$ cat config.mk
export PLATFORM = sky130hd
export DESIGN_NAME = mult_host_sequencer_flat
export DESIGN_NICKNAME = d
export VERILOG_FILES = /design/src/rtl/mult_pkg.sv /design/src/rtl/mult_host_sequencer_if.sv /design/src/rtl/mult_host_sequencer_wait_timer.sv /design/src/rtl/mult_host_sequencer.sv /design/src/flat_wrapper.sv
export SDC_FILE = /design/constraint.sdc
export NUM_CORES = 1
export LEC_CHECK = 0
export CAP_MARGIN = 30
export CORE_ASPECT_RATIO = 1.5
export CORE_UTILIZATION = 48
export DETAILED_ROUTE_END_ITERATION = 10
export PLACE_DENSITY = 0.78
export SLEW_MARGIN = 40
export SYNTH_ARGS = -nofsm -noshare
export SYNTH_HDL_FRONTEND = slang
export SYNTH_HIERARCHICAL = 1
export SYNTH_SLANG_ARGS = --single-unit
$ cat constraint.sdc
create_clock -name clk -period 2 [get_ports clk]
set_input_delay 0.3 -clock clk [delete_from_list [all_inputs] [get_ports clk]]
set_output_delay 0.3 -clock clk [all_outputs]
set_load 0.02 [all_outputs]
$ cat src/rtl/mult_pkg.sv
// Shared definitions for the multiply-sequence host and controller.
// State encodings, default sizing and address-width helper.
package mult_pkg;

    localparam int ELEMS_DEF   = 4;
    localparam int W_DEF       = 8;
    localparam int TIMEOUT_DEF = 64;

    typedef enum logic [2:0] {
        ST_IDLE   = 3'd0,
        ST_LAUNCH = 3'd1,
        ST_WAIT   = 3'd2,
        ST_READ   = 3'd3,
        ST_SEND   = 3'd4,
        ST_FIN    = 3'd5,
        ST_CSUM   = 3'd6
    } seq_state_e;

    typedef enum logic [2:0] {
        CT_IDLE  = 3'd0,
        CT_LOAD  = 3'd1,
        CT_MULT  = 3'd2,
        CT_STORE = 3'd3,
        CT_READY = 3'd4
    } ctrl_state_e;

    function automatic int addr_w(input int n);
        return (n > 1) ? $clog2(n) : 1;
    endfunction

endpackage

$ cat src/rtl/mult_host_sequencer_if.sv
// Result-word stream between the host sequencer and its consumer.
interface mult_host_sequencer_if import mult_pkg::*; #(
    parameter int W = W_DEF
);
    logic         out_valid;
    logic         out_ready;
    logic [W-1:0] out_data;
    logic         out_last;

    modport master (
        output out_valid, out_data, out_last,
        input  out_ready
    );

    modport slave (
        input  out_valid, out_data, out_last,
        output out_ready
    );
endinterface

$ cat src/rtl/mult_host_sequencer_wait_timer.sv
// Loadable up-counter with clear/enable and a terminal-count flag.
module wait_timer import mult_pkg::*; #(
    parameter int CW   = 6,
    parameter int TERM = 62
) (
    input  logic          clk,
    input  logic          rst,
    input  logic          i_clr,
    input  logic          i_load,
    input  logic [CW-1:0] i_load_val,
    input  logic          i_en,
    output logic          o_tc
);
    logic [CW-1:0] r_cnt;

    always_ff @(posedge clk or posedge rst) begin
        if (rst)
            r_cnt <= '0;
        else if (i_clr)
            r_cnt <= '0;
        else if (i_load)
            r_cnt <= i_load_val;
        else if (i_en)
            r_cnt <= r_cnt + 1'b1;
    end

    assign o_tc = (r_cnt == CW'(TERM));
endmodule

$ cat src/rtl/mult_host_sequencer.sv
// Host-side job launcher and result-buffer reader for the multiply controller.
// Optional trailing checksum word: define MULT_HOST_CHECKSUM_EN.
module mult_host_sequencer import mult_pkg::*; #(
    parameter int ELEMS   = ELEMS_DEF,
    parameter int W       = W_DEF,
    parameter int TIMEOUT = TIMEOUT_DEF,
    parameter int AW      = addr_w(ELEMS)
) (
    input  logic                   clk,
    input  logic                   rst,
    input  logic                   go,
    output logic                   start,
    input  logic                   Ready,
    output logic [AW-1:0]          rd_addr,
    input  logic [W-1:0]           rd_data,
    mult_host_sequencer_if.master  m_out,
    output logic                   busy,
    output logic                   done,
    output logic                   timeout_err
);
    localparam int CW = addr_w(TIMEOUT);

    seq_state_e   r_state;
    seq_state_e   w_next;
    logic [AW-1:0] r_index;
    logic [W-1:0] r_out_data;
    logic         r_out_last;
    logic         r_err;
    logic         w_tc;
    logic         w_valid;
    logic         w_accept;
    logic         w_last_idx;
`ifdef MULT_HOST_CHECKSUM_EN
    logic [W-1:0] r_sum;
`endif

    // Terminal count two below TIMEOUT: the exit edge lands TIMEOUT cycles after start.
    wait_timer #(
        .CW   (CW),
        .TERM (TIMEOUT - 2)
    ) u_wait_timer (
        .clk        (clk),
        .rst        (rst),
        .i_clr      (r_state == ST_LAUNCH),
        .i_load     (1'b0),
        .i_load_val ('0),
        .i_en       (r_state == ST_WAIT),
        .o_tc       (w_tc)
    );

    assign w_valid    = (r_state == ST_SEND) || (r_state == ST_CSUM);
    assign w_accept   = w_valid && m_out.out_ready;
    assign w_last_idx = (r_index == AW'(ELEMS - 1));

    always_ff @(posedge clk or posedge rst) begin
        if (rst)
            r_state <= ST_IDLE;
        else
            r_state <= w_next;
    end

    always_comb begin
        w_next = r_state;
        unique case (r_state)
            ST_IDLE:   if (go) w_next = ST_LAUNCH;
            ST_LAUNCH: w_next = ST_WAIT;
            ST_WAIT: begin
                if (Ready)
                    w_next = ST_READ;
                else if (w_tc)
                    w_next = ST_IDLE;
            end
            ST_READ:   w_next = ST_SEND;
            ST_SEND: begin
                if (w_accept) begin
`ifdef MULT_HOST_CHECKSUM_EN
                    w_next = w_last_idx ? ST_CSUM : ST_READ;
`else
                    w_next = w_last_idx ? ST_FIN : ST_READ;
`endif
                end
            end
            ST_CSUM:   if (w_accept) w_next = ST_FIN;
            ST_FIN:    w_next = ST_IDLE;
            default:   w_next = ST_IDLE;
        endcase
    end

    always_ff @(posedge clk or posedge rst) begin
        if (rst) begin
            r_index    <= '0;
            r_out_data <= '0;
            r_out_last <= 1'b0;
            r_err      <= 1'b0;
`ifdef MULT_HOST_CHECKSUM_EN
            r_sum      <= '0;
`endif
        end else begin
            if (r_state == ST_IDLE && go)
                r_err <= 1'b0;
            if (r_state == ST_WAIT && !Ready && w_tc)
                r_err <= 1'b1;
            if (r_state == ST_WAIT && Ready)
                r_index <= '0;
            if (r_state == ST_READ) begin
                r_out_data <= rd_data;
`ifdef MULT_HOST_CHECKSUM_EN
                r_out_last <= 1'b0;
`else
                r_out_last <= w_last_idx;
`endif
            end
            if (w_accept)
                r_out_last <= 1'b0;
            if (r_state == ST_SEND && w_accept && !w_last_idx)
                r_index <= r_index + 1'b1;
`ifdef MULT_HOST_CHECKSUM_EN
            if (r_state == ST_LAUNCH)
                r_sum <= '0;
            if (r_state == ST_READ)
                r_sum <= r_sum + rd_data;
            if (r_state == ST_SEND && w_accept && w_last_idx) begin
                r_out_data <= r_sum;
                r_out_last <= 1'b1;
            end
`endif
        end
    end

    assign start           = (r_state == ST_LAUNCH);
    assign busy            = (r_state != ST_IDLE);
    assign done            = (r_state == ST_FIN);
    assign timeout_err     = r_err;
    assign rd_addr         = r_index;
    assign m_out.out_valid = w_valid;
    assign m_out.out_data  = r_out_data;
    assign m_out.out_last  = r_out_last;
endmodule

$ cat src/flat_wrapper.sv
// flat-port wrapper written by rule: the top's interface ports become plain ports
module mult_host_sequencer_flat import mult_pkg::*;
#(
    parameter int ELEMS   = ELEMS_DEF,
    parameter int W       = W_DEF,
    parameter int TIMEOUT = TIMEOUT_DEF,
    parameter int AW      = addr_w(ELEMS)
)
  (clk, rst, go, start, Ready, rd_addr, rd_data, busy, done, timeout_err, m_out_out_valid, m_out_out_data, m_out_out_last, m_out_out_ready);
  mult_host_sequencer_if #(.W(W)) m_out_i ();
  input  logic clk;
  input  logic rst;
  input  logic go;
  output logic start;
  input  logic Ready;
  output logic [AW-1:0] rd_addr;
  input  logic [W-1:0] rd_data;
  output logic busy;
  output logic done;
  output logic timeout_err;
  output wire logic [$bits(m_out_i.out_valid)-1:0] m_out_out_valid;
  output wire logic [$bits(m_out_i.out_data)-1:0] m_out_out_data;
  output wire logic [$bits(m_out_i.out_last)-1:0] m_out_out_last;
  input wire logic [$bits(m_out_i.out_ready)-1:0] m_out_out_ready;
  assign m_out_out_valid = m_out_i.out_valid;
  assign m_out_out_data = m_out_i.out_data;
  assign m_out_out_last = m_out_i.out_last;
  assign m_out_i.out_ready = m_out_out_ready;
  mult_host_sequencer #(.ELEMS(ELEMS), .W(W), .TIMEOUT(TIMEOUT), .AW(AW)) u_core (.clk(clk), .rst(rst), .go(go), .start(start), .Ready(Ready), .rd_addr(rd_addr), .rd_data(rd_data), .m_out(m_out_i), .busy(busy), .done(done), .timeout_err(timeout_err));
endmodule
Word level (Yosys, flattened, before mapping)
Cells that the tools add are included.
Word-level totals
  flip-flop bits (word level): 21
  logic and storage cells: 52
  bits of input ports: 13
  output and inout bits: 16
Cells by class
  reductions and logical operators: 17
  $add $sub $neg: 2
  equality and inequality tests: 12
  multiplexer cells: 15
Operator list (count)
  3-bit two-way mux: 6
  3-bit case mux with 6 select lines: 1
  6-bit two-way mux: 2
  3-bit equality test (second input constant): 3
  2-bit nonzero test: 4
  1-bit logical AND: 7
  6-bit by 1-bit adder with 6-bit output (second input constant): 1
  3-bit by 2-bit equality test with 1-bit output (second input constant): 2
  6-bit equality test (second input constant): 1
  1-bit two-way mux: 4
  2-bit two-way mux: 2
  2-bit by 1-bit inequality test with 1-bit output (second input constant): 2
  4-bit AND reduction: 1
  3-bit by 1-bit equality test with 1-bit output (second input constant): 1
  3-bit logical NOT: 1
  3-bit by 2-bit inequality test with 1-bit output (second input constant): 1
  3-bit nonzero test: 1
  2-bit by 1-bit adder with 2-bit output (second input constant): 1
  2-bit equality test (second input constant): 1
  1-bit logical NOT: 2
  2-bit inequality test (second input constant): 1
  1-bit logical OR: 1

Logic depth before layout (Yosys ltp)
Gate-level depths: netlist of the first run.
  word-level depth: 6
  depth in mapped cells: 6
  depth with buffers taken out: 6

Cells and area by module
Netlist of the first run, hierarchy kept.
Modules (own cells, without submodules)
  mult_host_sequencer: times used 1, area an instance 808.3 um2, cells an instance 63, seq. area each 375.4 um2
  wait_timer: times used 1, area an instance 395.4 um2, cells an instance 42, seq. area each 150.1 um2

Worst setup path before layout of the first run
OpenSTA, ideal clock, no wires.
  path kind: reg-to-reg
  start: register u_core.r_state[2]
  end: register u_core.u_wait_timer.r_cnt[5]
  buffers on the path: 2
  data arrival time: 1.391 ns
  data required time: 1.889 ns
  clock period less this slack: 1.503 ns
  cell stages (with the launch flop): 7
  path slack: 0.497 ns
  library setup time: 0.111 ns
  path through: dfrtp_1 > clkbuf_8 > nor3b_2 > buf_6 > nand3_2 > nand2b_1 > a2111oi_2
On the way
  cells in the longest elaborated chain, start to end: 2
  elaborated cells on any way between the ends: 4
  classes of those cells: eq/ne: 2; mux: 1; reduce/logical: 1
Ends and longest elaborated chain
  start, declared: RTL line mult_host_sequencer.sv:23  | seq_state_e r_state;
  start signal, assigned: RTL line mult_host_sequencer.sv:59  | r_state <= w_next;
  3-bit by 1-bit equality test with 1-bit output / 3-bit by 2-bit equality test with 1-bit output (equally long branches): RTL line mult_host_sequencer.sv:44, mult_host_sequencer.sv:47
  6-bit two-way mux / 2-bit nonzero test (equally long branches)
  end signal, assigned: RTL line mult_host_sequencer_wait_timer.sv:22  | r_cnt <= i_load_val;
  end signal, assigned: RTL line mult_host_sequencer_wait_timer.sv:24  | r_cnt <= r_cnt + 1'b1;
  end, declared: RTL line mult_host_sequencer_wait_timer.sv:14  | logic [CW-1:0] r_cnt;
Parallel ways exist; a longest one is shown, timed or not.
A chain may end at the register's enable or synchronous reset.

Final worst setup path of the first run
  start: register u_core.r_state[1]
  end: output port busy
On the way
  cells in the longest elaborated chain, start to end: 1
Ends and longest elaborated chain
  3-bit nonzero test: RTL line mult_host_sequencer.sv:131  | assign busy = (r_state != ST_IDLE);
  end, declared: RTL line flat_wrapper.sv:18  | output logic busy;
No other way between the ends.

==> results.yml, run 1 <==
setup_path:
  required_ps: 1700
  path_class: "reg -> out"
  start_kind: "flip-flop"
  crit_path_max_incr_delay_ps: 530
  crit_fanout: 9
  crit_buf_inv: 2
  path_cells: "nor3_2 > inv_1 > clkdlybuf4s50_1"
  crit_arrival_ps: 1600
  slowest_stage: "clkdlybuf4s50_1"
  endpoint_kind: "output port"
  cp_top_family: "buffers and inverters"
run:
  maxCapViolCount: 0
layout:
  fillers: 196
  drive_above_1_share_pct: 18.6
  fin_nets: 157
  antenna_cells: 0
  syn_to_final_growth_pct: 26.7
synth:
  ys_ff_latch: 21
  yosys.area.top_type: "dfrtp_1"
  synth_ff_type: "dfrtp_1"
  synth_enable_flop_cells: 0
  async_flop_share_pct: 100
  ys_top_cells_by_area: "dfrtp_1 44%, mux2_4 11%, buf_6 3.7%, inv_1 3.4%, mux2i_1 3.3%"
  yosysSeqAreaShare_pct: 43.7
  synth_warnings: 6
  yosysUniqueCellTypes: 37
  syn_area_per_cell_sq_um: 11.5
  syn-instance-count: 105
  syn_area_sq_um: 1200
  synth_top_area_share_pct: 43.7
global_routing:
  grt_use_total_pct: 19.7
  overflow: 0
  grt_pass1_wl_um: 3980
  antenna_found_initial: 0
  grt_start_max_net_pins: 16
  grt_pass1_vias: 891
clocking:
  post-cts-setup-buffer-count: 0
  cts_tree: "yes"
  cts_max_path_buffers: 2
  cts_sinks: 21
  path_clk_slew_ps: 120
  cts_buffers: 3
  htree_levels: 1
  insertion_delay_ps: 310
  cts-root-buf: "clkbuf_4"
detailed_routing:
  dr.pass1.iters: 3
  wirelength_met1_um: 927
  ant_nets: 0
  detail_route.wl_per_cell_um: 14.6
  wl_met3_um: 59
  vias: 894
  route.detailed.drc: 0
  highest_layer: "met4"
  routed_wl_um: 2370
  wl_met2_um: 1340
  drtIter0Drc: 16
  vias_per_cell: 5.48
pwr:
  combPwrFrac_pct: 54.2
  netSwitchingPower_w: 0.000888
  seqPwrFrac_pct: 36.7
  p_int_w: 0.00134
  p_leak_nw: 0.717
  irDropWorstVdd_mv: 0.748
  clockPowerShare_pct: 9.1
  p_per_area_nw_per_um2: 1460
  switching_share_pct: 39.8
floorplanning:
  dieWidth_um: 42.9
  ios: 29
  initial_core_util_pct: 52.1
  rows: 21
  core-area_sq_um: 2310
  die_area_sq_um: 2720
  die_height_um: 63.3
placed_design:
  dpl.hpwl_um: 1870
  numPortBuffers: 28
  place.gp.congestion: 0.777
status:
  status: "complete, no violations"
timing:
  period_share_pct: 95.0
  max_freq_mhz: 526
  hold_viol: 0
  min_period_ps: 1900
  slew_headroom_pct: 60.4
  worst_pin_slew_ps: 593
  rsz0062_at_grt: "false"
  finalSetupViolCount: 0
  finalClockSkew_ps: 7.56
  report.final.slew_viol_count: 0
  whs_ps: 226
  setup_tns_ps: 0
min_path:
  hp-class: "in -> async"
==> power groups by stage <==
stage	Combinational, W	Clock, W	Sequential, W
after global routing	0.00131	0.000233	0.000844
final	0.00121	0.000203	0.000819
after floorplan	0.000790	0	0.000874
after detailed placement	0.00122	0	0.000822
after global placement	0.00120	0	0.000800
after CTS	0.00122	0.000217	0.000817
==> cell type report <==
class / instances / area, sq um / area share, %
multi-input cells: 73 / 601 / 39.4
flip-flops and latches: 21 / 528 / 34.6
inverters: 11 / 41.3 / 2.71
clock inverters: 1 / 5.00 / 0.328
well taps: 23 / 28.8 / 1.89
clock buffers: 3 / 22.5 / 1.48
repair buffers: 31 / 299 / 19.6
==> state kept, by name, summed over array words and instances (netlist names) <==
signal / count
u_core/m_out.out_last: 1
u_core/r_state: 3
u_core/timeout_err: 1
u_core/rd_addr: 2
u_core/u_wait_timer/r_cnt: 6
u_core/m_out.out_data: 8
==> through the flow <==
step	setup slack (ps)	area, sq um	utilization [%]	total power, W	instances
global placement	260	1490	64.6	0.00200	159
global route	29.5	1530	66.0	0.00238	163
detailed placement	207	1490	64.6	0.00204	159
CTS	7.06	1520	65.9	0.00226	163
finish	99.3	1530	66.0	0.00223	163
floorplan	497	1230	-	0.00166	111
==> Yosys cell counts, drive strengths merged, types with 3 or more instances <==
library cell  instances
o21a                  3
nand2                 6
mux2i                 4
dfrtp                21
inv                  11
ha                    3
a21oi                 5
nor2                  6
buf                   4
mux2                  9
nor3b                 3
==> routing by layer <==
metal	global-route usage (%)	vias to the layer above
li1	-	429
met5	0	-
met3	3.72	4
met4	10.2	0
met2	35.2	16
met1	21.0	445
==> worst paths after layout <==
path | from | to | slack [ps] | cells past startpoint
setup / recovery | u_core/r_state[1] | busy | 100 | 3
hold / removal | rst | u_core/u_wait_timer/r_cnt[2] | 230 | 2
setup reg to reg | u_core/r_state[1] | u_core/u_wait_timer/r_cnt[5] | 400 | 5
hold reg to reg | u_core/rd_addr[0] | u_core/rd_addr[0] | 510 | 1
max in group asynchronous | rst | u_core/r_state[1] | 1210 | 2
min in group clk | u_core/rd_addr[0] | u_core/rd_addr[0] | 510 | 1
==> placed cells by master (no fill, tap or decap), types with 3 or more instances in the layout <==
cell type	instances
ha_1	3
o21a_1	3
nor2_1	6
mux2i_1	4
dlygate4sd2_1	3
conb_1	7
clkdlybuf4s50_1	25
a21oi_1	4
mux2_4	9
nand2_1	6
buf_4	3
inv_1	11
dfrtp_1	19
clkbuf_4	3
==> kinds of logic (layout without fill, tap and decap cells) <==
family	Yosys count	after routing	share of synthesized area (%)
xor gates and xnor gates	4	4	2.91
DFF	21	21	43.7
and+or+nand+nor	28	28	15.2
other	1	7	0.312
adders and majority gates	3	3	3.12
muxes	13	13	14.6
AOI/OAI and AO/OA	18	18	11.5
buffers and inverters	17	46	8.73
==> timing repair <==
action                                  4_1_cts  5_1_grt
endpoints found under the setup margin        4        1
gates resized for setup                       5        1
hold buffers                                  0        0
cloned                                        0        0
==> worst register-to-register path, cell delays in order, from the launching register on <==
cell and delay, ps:
dfrtp_2 500, nor3b_2 270, buf_4 210, nand3_2 80, nand2b_1 170, a2111oi_2 280
No activity file was read; power rests on OpenSTA's default activity.
==> run 2: changes to the inputs <==
--- a/config.mk
+++ b/config.mk
@@ -7,6 +7,7 @@
 export LEC_CHECK = 0
 export CAP_MARGIN = 30
 export CORE_ASPECT_RATIO = 1.5
+export CORE_MARGIN = 4
 export CORE_UTILIZATION = 48
 export DETAILED_ROUTE_END_ITERATION = 10
 export PLACE_DENSITY = 0.78
==> run 2 against run 1 <==
Compared with the run above:
- design area rose by 0.16%
- count of clock-buffer cells in the layout did not move
- sequential share of layout area about the same
- first-iteration DRC count down 56%
- clock power about the same
- via count fell by 0.22%
- critical path depth did not move
- worst hold slack got worse by 5.6 ps
- power up 1.0%
- cell count grew 0.61%
- clock skew increased by 2.7 ps
==> results.yml, run 2 (synthesis gave the netlist of run 1 again) <==
timing:
  finalSetupViolCount: 0
  setup_tns_ps: 0
  worst_pin_slew_ps: 594
  hold_viol: 0
  min_period_ps: 1910
  finalClockSkew_ps: 10.3
  slew_headroom_pct: 60.4
  report.final.slew_viol_count: 0
  period_share_pct: 95.6
  finalWorstSetupSlack_ps: 87.4
  rsz0062_at_grt: "false"
  max_freq_mhz: 523
setup_path:
  endpoint_kind: "output port"
  start_kind: "flip-flop"
  path_class: "reg -> out"
  crit_fanout: 9
  crit_arrival_ps: 1610
  required_ps: 1700
  worstRegToRegCells: 5
detailed_routing:
  dr.pass1.iters: 4
  drtIter0Drc: 7
  routed_wl_um: 2500
  route.detailed.drc: 0
  vias_per_cell: 5.44
  vias: 892
  detail_route.wl_per_cell_um: 15.3
  ant_nets: 0
floorplanning:
  dieWidth_um: 48.9
  initial_core_util_pct: 49.7
  core-area_sq_um: 2420
  rows: 22
  die_height_um: 69.3
  ios: 29
  die_area_sq_um: 3390
run:
  maxCapViolCount: 0
layout:
  layout_common_cells: "25 x clkdlybuf4s50_1, 18 x dfrtp_1, 11 x inv_1, 9 x mux2_4, 7 x conb_1"
  layout_commonest_cell: "clkdlybuf4s50_1"
  drive_above_1_share_pct: 19.3
  antenna_cells: 0
  largest_register_ffs: 8
  fin_nets: 157
  design_area_sq_um: 1530
  syn_to_final_growth_pct: 26.9
clocking:
  htree_levels: 1
  cts_tree: "yes"
  cts_buffers: 3
  cts_sinks: 21
  path_clk_slew_ps: 130
  cts-root-buf: "clkbuf_4"
  cts_max_path_buffers: 2
  insertion_delay_ps: 300
pwr:
  combPwrFrac_pct: 54.0
  irDropWorstVdd_mv: 0.637
  switching_share_pct: 40.3
  p_leak_nw: 0.715
  clockPowerShare_pct: 9.2
  p_int_w: 0.00135
  p_per_area_nw_per_um2: 1470
  netSwitchingPower_w: 0.000908
  seqPwrFrac_pct: 36.8
global_routing:
  grt_start_max_net_pins: 16
  overflow: 0
  antenna_found_initial: 0
  grt_use_total_pct: 15.8
  grt_pass1_wl_um: 4330
  grt_pass1_vias: 954
status:
  status: "complete, no violations"
placed_design:
  dpl.hpwl_um: 1970
  dp_slack_ps: 178
  place.gp.congestion: 0.800
  placed_area_sq_um: 1500
  numPortBuffers: 28
min_path:
  hp-class: "in -> async"
## run 2: area by class of cell
| cell class | instances | area, sq um |
|---|---|---|
| Fill cell | 212 | 895 |
| Clock buffer | 3 | 22.5 |
| Tap cell | 24 | 30.0 |
| Inverter | 11 | 41.3 |
| Multi-Input combinational cell | 73 | 601 |
| Clock inverter | 1 | 5.00 |
| Sequential cell | 21 | 529 |
| Timing Repair Buffer | 31 | 299 |
## run 2: through the flow
stage                     utilization [%]  power [W]  std cells  hold WS, ps
after global placement               61.7    0.00200        160          479
after CTS                            63.1    0.00227        164          228
final                                63.1    0.00225        164          220
after global routing                 63.1    0.00242        164          244
after floorplan                         -    0.00166        111         91.0
after detailed placement             61.7    0.00205        160          490
## run 2: what timing repair did
action	in CTS	in global routing
gates resized for setup	7	0
hold buffers	0	0
endpoints found under the setup margin	4	0
endpoints found under the hold margin	0	0
setup buffers	0	0
## run 2: power by group through the flow
| stage | combinational, W | sequential (W) | clock (W) |
|---|---|---|---|
| after floorplan | 0.000790 | 0.000874 | 0 |
| after global placement | 0.00119 | 0.000810 | 0 |
| after detailed placement | 0.00123 | 0.000824 | 0 |
| after CTS | 0.00123 | 0.000826 | 0.000214 |
| after global routing | 0.00132 | 0.000861 | 0.000235 |
| final | 0.00122 | 0.000830 | 0.000206 |
## run 2: layer usage
metal | wire length, um | part of all wire (%) | track usage, %
met1 | 964 | 39 | 17.3
met5 | 0 | 0 | 0
met2 | 1400 | 56 | 28.5
met4 | 36 | 1.4 | 6.89
met3 | 98 | 3.9 | 3.23
## run 2: final timing paths
check                                         startpoint  slack (ps)                            to
worst max register to register         u_core/r_state[1]         370  u_core/u_wait_timer/r_cnt[5]
worst min register to register  u_core/m_out.out_data[7]         520      u_core/m_out.out_data[7]
max in group asynchronous                            rst        1220             u_core/r_state[0]
min in group clk                u_core/m_out.out_data[7]         520      u_core/m_out.out_data[7]
worst max-delay path                   u_core/r_state[1]          90                          busy
worst min-delay path                                 rst         220  u_core/u_wait_timer/r_cnt[0]
## run 2: critical path, stage by stage, from the launching register on
cell and delay, ps:
dfrtp_2 510, nor3_2 200, inv_1 50, clkdlybuf4s50_1 540
==> run 3: changes to the inputs <==
--- a/config.mk
+++ b/config.mk
@@ -6,7 +6,7 @@
 export NUM_CORES = 1
 export LEC_CHECK = 0
 export CAP_MARGIN = 30
-export CORE_ASPECT_RATIO = 1.5
+export CORE_ASPECT_RATIO = 0.7
 export CORE_MARGIN = 4
 export CORE_UTILIZATION = 48
 export DETAILED_ROUTE_END_ITERATION = 10
==> run 3 against run 2 <==
Compared with the run above:
- global-route usage is 1.4 points higher
- via count down 2.2%
- core utilization grew 4.9 points
- power decreased by 0.48%
- die area down 0.11%
- register-to-register slack worse by 170 ps
- highest routed layer unchanged
- flip-flop and latch count unchanged
- cell count increased by 4.9%
- count of clock-buffer cells in the layout up 1
==> results.yml, run 3 (synthesis gave the netlist of run 1 again) <==
status:
  status: "complete, no violations"
detailed_routing:
  routed_wl_um: 2540
  vias: 872
  vias_per_cell: 5.07
  ant_nets: 0
  route.detailed.drc: 0
  dr.pass1.iters: 4
  drtIter0Drc: 77
  detail_route.wl_per_cell_um: 14.8
placed_design:
  dpl.hpwl_um: 2000
  numPlacedInstances: 168
  numPortBuffers: 28
  dp_slack_ps: 162
  place.gp.congestion: 0.791
floorplanning:
  die_area_sq_um: 3390
  rows: 14
  initial_core_util_pct: 53.3
  die_height_um: 49.9
  core-area_sq_um: 2260
  ios: 29
  dieWidth_um: 67.9
timing:
  max_freq_mhz: 528
  worst_pin_slew_ps: 574
  finalWorstSetupSlack_ps: 105
  min_period_ps: 1900
  finalSetupViolCount: 0
  hold_viol: 0
  finalClockSkew_ps: 1.80
  slew_headroom_pct: 61.7
  period_share_pct: 94.8
  report.final.slew_viol_count: 0
  setup_tns_ps: 0
layout:
  syn_to_final_growth_pct: 27.5
  layout_common_cells: "25 x clkdlybuf4s50_1, 19 x dfrtp_1, 11 x inv_1, 9 x mux2_4, 7 x conb_1"
  fin_nets: 157
  drive_above_1_share_pct: 17.9
  fin_cells: 172
  layout_commonest_cell: "clkdlybuf4s50_1"
  antenna_cells: 0
  largest_register_ffs: 8
clocking:
  cts-root-buf: "clkbuf_4"
  cts_sinks: 21
  post-cts-setup-buffer-count: 0
  htree_levels: 1
  cts_max_path_buffers: 2
  path_clk_slew_ps: 110
  cts_tree: "yes"
  cts_buffers: 3
  insertion_delay_ps: 300
run:
  maxCapViolCount: 0
setup_path:
  worstRegToRegCells: 6
  crit_path_max_incr_delay_ps: 530
  path_class: "reg -> out"
  slowest_stage: "clkdlybuf4s50_1"
  setup.worst_path.end: "busy"
  critPathLaunch: "u_core/r_state[1]"
  r2r_slack_ps: 200
  path_cells: "nor3_2 > inv_1 > clkdlybuf4s50_1"
  crit_fanout: 9
  r2r_end: "u_core/u_wait_timer/r_cnt[2]"
  crit_arrival_ps: 1600
  required_ps: 1700
  start_kind: "flip-flop"
  endpoint_kind: "output port"
  timing.rr.start: "u_core/r_state[0]"
global_routing:
  grt_use_total_pct: 17.2
  overflow: 0
  antenna_found_initial: 0
  grt_pass1_wl_um: 4370
  grt_pass1_vias: 926
  grt_start_max_net_pins: 16
min_path:
  hp-class: "in -> async"
pwr:
  p_per_area_nw_per_um2: 1460
  total_power_w: 0.00224
  p_leak_nw: 0.714
  irDropWorstVdd_mv: 0.618
run 3: cell types whose count changed in the layout (fill, tap and decap cells not counted), sizes merged:
cell    previous run  this run
clkbuf             3         4
clkinv             1         0
run 3: timing repair:
action,CTS,global route
setup endpoints to repair,4,1
hold endpoints to repair,0,0
hold buffers,0,0
resized for setup,5,1
run 3: layer usage:
layer | global-route usage (%) | up-vias | wire [um]
met5 | 0 | - | 0
met4 | 3.63 | 0 | 10
met3 | 5.91 | 2 | 128
met2 | 26.7 | 18 | 1200
met1 | 23.2 | 427 | 1200
li1 | - | 425 | -
run 3: how the worst min path moves through the flow:
stage                                              end  slack (ps)  cells after the start
after CTS                 u_core/u_wait_timer/r_cnt[5]         230                      2
after global placement              u_core/timeout_err         480                      1
after floorplan           u_core/u_wait_timer/r_cnt[0]          90                      1
after detailed placement      u_core/m_out.out_data[5]         490                      1
after global routing      u_core/u_wait_timer/r_cnt[4]         230                      2
final                     u_core/u_wait_timer/r_cnt[5]         240                      2
run 3: critical path: cells and delay by family, from the launching register on:
family | cells | cell delay (ps)
and+or+nand+nor | 1 | 200
DFF | 1 | 510
buffers and inverters | 2 | 590
run 3: cell type report:
type	count	area [sq um]
multi-input cells	73	601
well taps	32	40.0
flip-flops and latches	21	528
fillers	179	724
repair buffers	31	299
clock buffers	4	26.3
inverters	11	41.3
run 3: per-stage QoR:
stage | area, sq um | util, % | hold slack [ps]
finish | 1540 | 67.9 | 241
global route | 1540 | 67.9 | 233
CTS | 1530 | 67.7 | 226
detailed placement | 1510 | 66.6 | 494
global placement | 1510 | 66.6 | 477
floorplan | 1230 | - | 91.0
run 3: power by group:
part | switching, W | internal (W)
combinational | 0.000560 | 0.000652
clock | 0.000122 | 0.0000777
sequential | 0.000214 | 0.000617
total | 0.000895 | 0.00135
